--- src/rtl/disp_hex_demux.sv ---
// Receive-side decoder for the multiplexed 4-digit 7-seg bus: waits for each digit dwell to settle,
// decodes the active-low segment pattern to a nibble and publishes complete 4-digit frames.
module disp_hex_demux #(
    parameter int SETTLE  = 4,
    parameter int TIMEOUT = 1048576
) (
    input  logic       clk,
    input  logic       reset,
    input  logic [3:0] an,
    input  logic [7:0] sseg,
    output logic [3:0] hex3,
    output logic [3:0] hex2,
    output logic [3:0] hex1,
    output logic [3:0] hex0,
    output logic [3:0] dp_out,
    output logic       frame_valid,
    output logic       digit_err,
    output logic       scan_err,
    output logic       timeout
);
    localparam int SW = $clog2(SETTLE + 1);
    localparam int TW = $clog2(TIMEOUT + 1);

    typedef enum logic [1:0] {WAIT, SAMPLE, HOLD} state_t;

    state_t          state, state_d;
    logic [3:0]      an_q;
    logic [7:0]      sseg_q;
    logic [SW-1:0]   stab;
    logic [TW-1:0]   tcnt;
    logic [3:0][3:0] shadow;
    logic [3:0]      dps;
    logic [3:0]      seen;
    logic            pend;

    logic       chg, settled, onehot, blank, capture, scan_set;
    logic [1:0] idx;
    logic [4:0] dec;

    // Returns {valid, nibble}; unknown patterns decode to 0 with valid low.
    function automatic logic [4:0] decode(input logic [6:0] p);
        case (p)
            7'h01: decode = 5'h10;  7'h4F: decode = 5'h11;
            7'h12: decode = 5'h12;  7'h06: decode = 5'h13;
            7'h4C: decode = 5'h14;  7'h24: decode = 5'h15;
            7'h20: decode = 5'h16;  7'h0F: decode = 5'h17;
            7'h00: decode = 5'h18;  7'h04: decode = 5'h19;
            7'h08: decode = 5'h1A;  7'h60: decode = 5'h1B;
            7'h31: decode = 5'h1C;  7'h42: decode = 5'h1D;
            7'h30: decode = 5'h1E;  7'h38: decode = 5'h1F;
            default: decode = 5'h00;
        endcase
    endfunction

    assign chg     = ({an, sseg} != {an_q, sseg_q});
    assign settled = (stab >= SW'(SETTLE - 1));
    assign blank   = (an_q == 4'b1111);
    assign dec     = decode(sseg_q[6:0]);
    assign timeout = (tcnt == TW'(TIMEOUT));

    always_comb begin
        onehot = 1'b1;
        idx    = 2'd0;
        case (an_q)
            4'b1110: idx = 2'd0;
            4'b1101: idx = 2'd1;
            4'b1011: idx = 2'd2;
            4'b0111: idx = 2'd3;
            default: onehot = 1'b0;
        endcase
    end

    always_comb begin
        state_d  = state;
        capture  = 1'b0;
        scan_set = 1'b0;
        case (state)
            WAIT: begin
                if (settled) begin
                    if (onehot)      state_d  = SAMPLE;
                    else if (!blank) scan_set = 1'b1;
                end
            end
            SAMPLE: begin
                capture = 1'b1;
                state_d = HOLD;
            end
            // stab==0 also catches a change that landed during the SAMPLE cycle
            HOLD: if (chg || stab == '0) state_d = WAIT;
            default: state_d = WAIT;
        endcase
    end

    always_ff @(posedge clk or posedge reset) begin
        if (reset) begin
            state       <= WAIT;
            an_q        <= 4'b1111;
            sseg_q      <= 8'hFF;
            stab        <= '0;
            tcnt        <= '0;
            shadow      <= '0;
            dps         <= '0;
            seen        <= '0;
            pend        <= 1'b0;
            hex3        <= '0;
            hex2        <= '0;
            hex1        <= '0;
            hex0        <= '0;
            dp_out      <= '0;
            frame_valid <= 1'b0;
            digit_err   <= 1'b0;
            scan_err    <= 1'b0;
        end else begin
            state       <= state_d;
            an_q        <= an;
            sseg_q      <= sseg;
            frame_valid <= pend;
            pend        <= 1'b0;

            if (chg)                      stab <= '0;
            else if (stab != SW'(SETTLE)) stab <= stab + SW'(1);

            if (pend)                        tcnt <= '0;
            else if (tcnt != TW'(TIMEOUT))   tcnt <= tcnt + TW'(1);

            if (scan_set) scan_err <= 1'b1;

            if (capture) begin
                shadow[idx] <= dec[3:0];
                dps[idx]    <= ~sseg_q[7];
                seen        <= seen | ~an_q;
                if (!dec[4]) digit_err <= 1'b1;
                if ((seen | ~an_q) == 4'b1111) pend <= 1'b1;
            end

            // Publish one cycle after the frame completes
            if (pend) begin
                hex0   <= shadow[0];
                hex1   <= shadow[1];
                hex2   <= shadow[2];
                hex3   <= shadow[3];
                dp_out <= dps;
                seen   <= '0;
            end
        end
    end
endmodule

--- config.mk ---
export PLATFORM = sky130hd
export DESIGN_NAME = disp_hex_demux
export DESIGN_NICKNAME = d
export VERILOG_FILES = /design/src/rtl/disp_hex_demux.sv
export SDC_FILE = /design/constraint.sdc
export NUM_CORES = 1
export LEC_CHECK = 0
export ABC_AREA = 1
export CORE_ASPECT_RATIO = 1.1
export CORE_MARGIN = 3
export CORE_UTILIZATION = 50
export CTS_BUF_LIST = sky130_fd_sc_hd__clkbuf_8
export DETAILED_ROUTE_END_ITERATION = 10
export GPL_TIMING_DRIVEN = 0
export PLACE_DENSITY_LB_ADDON = 0.2
export SKIP_CTS_REPAIR_TIMING = 1
export SLEW_MARGIN = 15
export SYNTH_ARGS = -nofsm -noshare
export SYNTH_HDL_FRONTEND = slang
export SYNTH_SLANG_ARGS = --single-unit
--- constraint.sdc ---
create_clock -name clk -period 4.8 [get_ports clk]
set_input_delay 0.96 -clock clk [delete_from_list [all_inputs] [get_ports clk]]
set_output_delay 0.96 -clock clk [all_outputs]
set_load 0.05 [all_outputs]
== After elaboration in Yosys (flattened, before gate mapping) ==
Index checks and enable logic that the tools add are counted.

* $add $sub $neg: 2
* Multiply operators: 0
* Div/mod/pow operators: 0
* $lt $le $gt $ge: 3
* Equal/unequal tests: 30
* Shift-type cells: 0
* Multiplexer cells: 26
* Bitwise gates (word level): 4
* Reduce and logical (&&, ||, !) cells: 11

{| class="wikitable"
|+ Operators with widths
! operator !! number
|-
| one-hot mux 5 bit (16 select lines) || 1
|-
| 2-to-1 mux 21 bit || 2
|-
| == test 7 x 6 -> 1 bit (second input constant) || 5
|-
| == test 7 bit (second input constant) || 4
|-
| adder 21 x 1 -> 21 bit (second input constant) || 1
|-
| == test 21 bit (second input constant) || 1
|-
| != test 21 bit (second input constant) || 1
|-
| == test 4 bit (second input constant) || 5
|-
| bitwise mux 16 bit || 1
|-
| == test 7 x 3 -> 1 bit (second input constant) || 2
|-
| == test 7 x 4 -> 1 bit (second input constant) || 2
|-
| 2-to-1 mux 4 bit || 3
|-
| != test 12 bit || 1
|-
| one-hot mux 2 bit (3 select lines) || 2
|-
| 2-to-1 mux 1 bit || 9
|-
| demux 4 bit (select 2 bit) || 1
|-
| == test 7 x 1 -> 1 bit (second input constant) || 1
|-
| == test 7 x 5 -> 1 bit (second input constant) || 1
|-
| zero test 7 bit || 1
|-
| 2-to-1 mux 2 bit || 3
|-
| 2-to-1 mux 3 bit || 2
|-
| != test 2 bit (second input constant) || 3
|-
| nonzero test 2 bit || 3
|-
| bitwise mux 4 bit || 1
|-
| 19 further kinds || 20
|}

* Flip-flop bits (word level): 86
* Latch bits: 0
* Memory bits (writable): 0
* Memory bits (read-only): 0
* Input bits: 14
* Logic and storage cells: 96
* Memories: 0

== Depth between registers and ports, before layout ==
Gate-level depths: netlist (run 1).

* Depth after elaboration: 7
* Depth in mapped cells: 9
* Depth with buffers taken out: 9

== Worst setup path after synthesis (run 1) ==
OpenSTA, ideal clock, no wires.

* Path kind: reg2out
* Start point: reg tcnt[0]
* End point: out timeout
* Arrival: 1.922 ns
* Required time: 3.840 ns
* Setup slack: 1.918 ns
* Cell stages (with the launch flop): 7
* Buffers on the path: 0
* Path through: dfrtp_1 -> inv_1 -> ha_1 -> nand2_1 -> nor2_1 -> nand3_1 -> nor3_1

* Longest elaborated chain between the ends: 1

{| class="wikitable"
|+ Ends and longest elaborated chain
! element !! line !! text
|-
| start, declared || 30 || <nowiki>logic [TW-1:0] tcnt;</nowiki>
|-
| start signal, assigned || 124 || <nowiki>else if (tcnt != TW'(TIMEOUT)) tcnt <= tcnt + TW'(1);</nowiki>
|-
| == test 21 bit || 59 || <nowiki>assign timeout = (tcnt == TW'(TIMEOUT));</nowiki>
|-
| end, declared || 19 || <nowiki>output logic timeout</nowiki>
|}

No other way between the ends.

== Worst setup path in the final report (run 1) ==
Ends and elaborated chain as after synthesis.

==> metrics, run 1 <==
r2r startpoint=tcnt[0]; number of global-route vias before repair=approximately 3300; nets@finish=just under 600; Setup TNS=0 ps; count of cell types in the netlist=34; crit path max-delay cell type=clkdlybuf4s50_1; routed length per instance=between 10 and 15 um; PwrDens=266.8 nW/um2; Final period util=0.6947; Post-Syn Nets=between 500 and 600; GRT Total Usage=0.1998; post-DP HPWL=6396 um; crit path launch=tcnt[0]; Synth Warn #=0; DRT Pass-1 Iters=5; Final ANT Viol Nets=0; CTS buffer count=9; share of layout cells above drive strength 1=0.09123; Syn Std Cell Area=4183 um2; Area contributors post-synth=dfrtp_1 (44%), nand2_1 (16%), dfstp_2 (7.5%); HP Start=pend; async set-reset flop share out of synthesis=1.000; worst path bufs/invs=2; IO Pins=38; Rel. slew slack=0.6530; largest net degree at the start of global routing=59; 1st-iter DRT viols=around 130; final total power=about 0.0013 W; maxcap violations=0; clock skew=15.33 ps; synthesized flop and latch total=between 80 and 90; critical path arrival=roughly 2400 ps; top-area cell type share of the netlist area=0.4427; type of origin of the critical path=flip-flop; Initial Utilization=0.5202; area of the core=around 8000 um2; Post-synth EDFFs=0; status=completed; Mapped Cells=roughly 520; Die W=a little over 90 um; RSZ-0062 raised after global routing=false; Final setup viols=0; vias=between 3000 and 4000; Worst EP required=between 3000 and 4000 ps; Worst path max stage delay=approximately 830 ps; Final Hold Fails=0; initial antenna violation count=0; VDD IR max=about 0.18 mV; kind of end point of the critical path=primary output; CP Max Fanout=6; H-tree depth=3; Synth Area per Inst=a little over 8 um2; Syn-to-layout area delta=17.47%; Worst-path clk slew=about 100 ps; grt ovf=0; row count=34; Clock Sinks=86; critical-path cell list=inv_1 -> ha_1 -> nand2_1 -> nor2_1 -> nand3_1 -> nor3_1 -> clkdlybuf4s50_1; Min Clock Period, post-route=about 3300 ps; Max Freq=0.2999 GHz; Die Y=101.9 um; CTS tree=yes; Die ar.=between 9000 and 10000 um2; gpl congestion=about 0.85; top_reg_cell synth=dfrtp_1; n_diodes=0; Top delay family on crit path=buffers and inverters; worst-margin pin slew=about 520 ps; port bufs=37; area leader, netlist=dfrtp_1; Slew Viols, Final=0; drt total wl=8632 um; DR vias/cell=between 5 and 6; fillers=roughly 700; drt drc=0; top-count cell post-synth=nand2_1; register area share after synthesis=0.5181; Hold Crit Class=flip-flop to flip-flop; type of the worst setup path=flip-flop to primary output; clock buffer depth=2; leakage power=2.396 nW; Root Buffer=clkbuf_8; latest clock arrival within the worst-skew pair=360 ps; first-pass GRT wire length=15100 um; Synth top cells by count=nand2_1 (173), dfrtp_1 (74), nor2_1 (62)
## flip-flops by register name (all words and copies together) (netlist names)
signal	cells
stab	3
an_q	4
hex0	4
seen	4
dp_out	4
scan_err	1
hex3	4
hex2	4
state	2
pend	1
frame_valid	1
dps	4
digit_err	1
sseg_q	8
tcnt	21
hex1	4
shadow	16
## cells by family (layout without fill, tap and decap cells)
kind of cell               count (synthesis)  in the layout  synth area share
and+or+nand+nor                          309            309            0.3228
DFF                                       86             86            0.5181
buffers and inverters                     60            114           0.05624
AOI/OAI and AO/OA                         40             40           0.05414
xor gates and xnor gates                  15             15           0.03141
adders and majority gates                  5              5           0.01496
muxes                                      1              1          0.002393
## through the flow
step / setup slack, ps / cell area (um2) / util / hold slack, ps / std cells
finish: 1465 / 4913 / 0.6111 / 400.7 / 678
global route: 1320 / 4913 / 0.6111 / 415.9 / 678
CTS: 1450 / 4913 / 0.6111 / 401.9 / 678
detailed placement: 1871 / 4718 / 0.5868 / 381.5 / 662
global placement: 384.8 / 4688 / 0.5831 / 383.5 / 661
floorplan: 1638 / 4183 / - / 351.9 / 516
## layout by cell type (no fill, tap or decap), types with 5 or more instances in the layout
cell type	instances
a21oi_1	14
clkbuf_1	6
clkbuf_8	10
clkdlybuf4s50_1	37
dfrtp_1	74
dfstp_2	12
ha_1	5
inv_1	51
nand2_1	173
nand3_1	30
nand4_1	7
nor2_1	62
nor2_4	6
nor3_1	11
o21ai_0	15
xnor2_1	11
## worst register-to-register path, cell delays in order (launching register included)
cell	delay, ps
dfrtp_1	470
ha_1	290
nand2_2	110
nor2_4	120
nand2_2	120
inv_1	110
nand2_1	70
o21ai_0	160
a21oi_1	60
## where the power goes
group / internal (W) / leakage (nW) / switching, W / total (W)
Clock: 0.000206 / 0.102 / 0.000300 / 0.000506
Combinational: 0.0000253 / 1.15 / 0.0000376 / 0.0000629
Sequential: 0.000734 / 1.15 / 0.00000807 / 0.000742
Total: 0.000965 / 2.40 / 0.000345 / 0.00131
## path summary, 6_finish.rpt
check / endpoint / slack [ps] / cells past startpoint
min: frame_valid / 400 / 0
max in group asynchronous: an_q[0] / 3200 / 3
min in group asynchronous: dp_out[2] / 940 / 2
max: timeout / 1470 / 7
min reg2reg: frame_valid / 400 / 0
max reg2reg: tcnt[10] / 3180 / 8
## final cells by class
| type | count | area, um2 | share of cell area |
|---|---|---|---|
| Timing Repair Buffer | 38 | 397.9 | 0.08098 |
| Buffer | 7 | 36.28 | 0.007385 |
| Sequential cell | 86 | 2167 | 0.4410 |
| Multi-Input combinational cell | 370 | 1780 | 0.3624 |
| Tap cell | 108 | 135.1 | 0.02750 |
| Clock buffer | 9 | 123.9 | 0.02521 |
| Clock inverter | 7 | 71.32 | 0.01451 |
| Inverter | 53 | 201.4 | 0.04100 |
## routing by layer
| metal | global-route usage | wire (um) | part of all wire |
|---|---|---|---|
| met1 | 0.2753 | 4120 | 0.48 |
| met2 | 0.3280 | 4082 | 0.47 |
| met3 | 0.02504 | 321 | 0.037 |
| met4 | 0.07215 | 107 | 0.012 |
| met5 | 0 | 0 | 0 |
Power figures use the tool's default switching activity.
==> run 2, diff against run 1 <==
Clock period 4.8 ns to 3 ns, I/O delays scaled along.
==> run 2 against run 1 <==
  * First-iteration DRC count unchanged
  * Hold slack stayed put
  * Routed wire length about the same
  * Clock skew unchanged
  * Sequential share of layout area about the same
  * Critical path type unchanged
  * Largest power group unchanged
  * Highest routed layer unchanged
==> metrics, run 2 (same netlist as run 1, synthesis figures left out) <==
critical-path cell list=inv_1 -> ha_1 -> nand2_1 -> nor2_1 -> nand3_1 -> nor3_1 -> dlymetal6s2s_1 (was inv_1 -> ha_1 -> nand2_1 -> nor2_1 -> nand3_1 -> nor3_1 -> clkdlybuf4s50_1); IO Pins=38 (unchanged); Final ANT Viol Nets=0 (unchanged); cells on worst reg2reg path=8 (unchanged); worst path bufs/invs=2 (unchanged); Setup WS pre-CTS=431.0 ps (was 1871 ps); Top Registers=tcnt x21, shadow x16, sseg_q x8 (unchanged); initial antenna violation count=0 (unchanged); DRT Pass-1 Iters=5 (unchanged); 1st-iter DRT viols=132 (unchanged); r2r startpoint=tcnt[0] (unchanged); clock buffer depth=2 (unchanged); DR vias/cell=5.003 (was 5.004); Root Buffer=clkbuf_8 (unchanged); number of global-route vias before repair=3323 (unchanged); area of the multi-input gates=1780 um2 (unchanged); Comb pwr share=0.048 (about the same); n_diodes=0 (unchanged); worst-margin pin slew=520.6 ps (unchanged); Syn-to-layout area delta=17.53% (was 17.47%); Post-DP Area=4718 um2 (unchanged); type of the worst setup path=flip-flop to primary output (unchanged); Final Non-Filler Cells=678 (unchanged); CP Max Fanout=6 (unchanged); Max Freq=around 0.39 GHz; total net switching power=0.0005527 W (was 0.0003454 W); Reg power frac=0.566 (about the same); maxcap violations=0 (unchanged); Die ar.=9500 um2 (unchanged); commonest non-fill, non-tap cell in the layout=nand2_1 (unchanged); Die W=93.21 um (unchanged); share of layout cells above drive strength 1=0.09123 (unchanged); HP Start=pend (unchanged); Largest register FFs=21 (unchanged); placed cells=662 (unchanged); clock skew=15.33 ps (unchanged); gpl congestion=0.8467 (unchanged); Die Y=101.9 um (unchanged); internal power=0.001545 W (was 0.0009654 W); port bufs=37 (unchanged); row count=34 (unchanged); WHS=400.7 ps (unchanged); CTS tree=yes (unchanged); Setup WS post-layout=422.9 ps (was 1465 ps); area of the core=8040 um2 (unchanged); Rel. slew slack=0.6530 (unchanged); commonest non-fill, non-tap cells in the layout=nand2_1 (173), dfrtp_1 (74), nor2_1 (62) (unchanged); grt ovf=0 (unchanged); leakage power=2.415 nW (was 2.396 nW); Final Hold Fails=0 (unchanged); CTS buffer count=9 (unchanged); first-pass GRT wire length=15100 um (unchanged); GRT Total Usage=0.1998 (unchanged); crit path launch=tcnt[0] (unchanged); Worst path max stage delay=470 ps (was 830 ps); VDD IR max=0.2886 mV (was 0.1804 mV); nets@finish=584 (unchanged); crit path max-delay cell type=dfrtp_1 (was clkdlybuf4s50_1); Clock Sinks=86 (unchanged); register area=2167 um2 (unchanged); RSZ-0062 raised after global routing=false (unchanged); Hold Crit Class=flip-flop to flip-flop (unchanged); type of origin of the critical path=flip-flop (unchanged); Sw Share=0.2635 (about the same); vias=3392 (was 3393); drt total wl=8635 um (was 8632 um); clock network fraction of total power=0.386 (about the same); critical path depth=7 (unchanged); PwrDens=426.6 nW/um2 (was 266.8 nW/um2); post-DP HPWL=6396 um (unchanged); post-route cell area=4916 um2 (was 4913 um2); Worst-path clk slew=100 ps (about the same); Final setup viols=0 (unchanged); final total power=0.002097 W (was 0.001311 W); routed length per instance=12.74 um (was 12.73 um); Final period util=0.8590; drt drc=0 (unchanged); H-tree depth=3 (unchanged); status=completed (unchanged); critical path arrival=1980 ps (was 2370 ps); latest clock arrival within the worst-skew pair=360 ps (about the same); most flop-heavy register=tcnt (unchanged); Slew Viols, Final=0 (unchanged); Top delay family on crit path=buffers and inverters (unchanged); fillers=702 (was 703); largest net degree at the start of global routing=59 (unchanged); kind of end point of the critical path=primary output (unchanged); Min Clock Period, post-route=2577 ps; Worst Hold Depth=0 (unchanged); Worst EP required=2400 ps (was 3840 ps); Initial Utilization=0.5202 (unchanged)
[run 2: worst register-to-register path, cell delays in order, from the launching register on]
cell and delay (ps):
dfrtp_1 470, ha_1 290, nand2_2 110, nor2_4 120
nand2_2 120, inv_1 110, nand2_1 70, o21ai_0 160
a21oi_1 60
[run 2: final timing paths]
path	to	slack (ps)
setup / recovery	timeout	420
setup reg to reg	tcnt[10]	1380
max in group asynchronous	an_q[0]	1760
hold reg to reg	frame_valid	400
hold / removal	frame_valid	400
min in group asynchronous	dp_out[2]	580
[run 2: layout make-up]
cell class                 instances  share of cell area
sequential                        86              0.4408
tap                              108             0.02749
clock buffer                       9             0.02520
clock inverter                     7             0.01451
timing repair buffer              38             0.08145
multi-input combinational        370              0.3622
inverter                          53             0.04098
buffer                             7            0.007381
[run 2: stage by stage]
stage / TNS [ps] / util
global placement: -80890 / 0.5831
detailed placement: 0 / 0.5868
CTS: 0 / 0.6111
global route: 0 / 0.6114
finish: 0 / 0.6114
floorplan: 0 / -
[run 2: metal layers]
metal / vias to the layer above / part of all wire / GRT usage
met5: - / 0 / 0
li1: 1727 / - / -
met2: 65 / 0.47 / 0.3280
met1: 1585 / 0.48 / 0.2753
met4: 0 / 0.012 / 0.07215
met3: 15 / 0.037 / 0.02504
[run 2: power groups by stage]
stage	clock [W]	sequential (W)	combinational [W]
after CTS	0.000832	0.00119	0.000103
after global placement	0	0.00121	0.0000956
after global routing	0.000884	0.00119	0.000115
after detailed placement	0	0.00121	0.000103
final	0.000810	0.00119	0.000101
after floorplan	0	0.00121	0.0000606
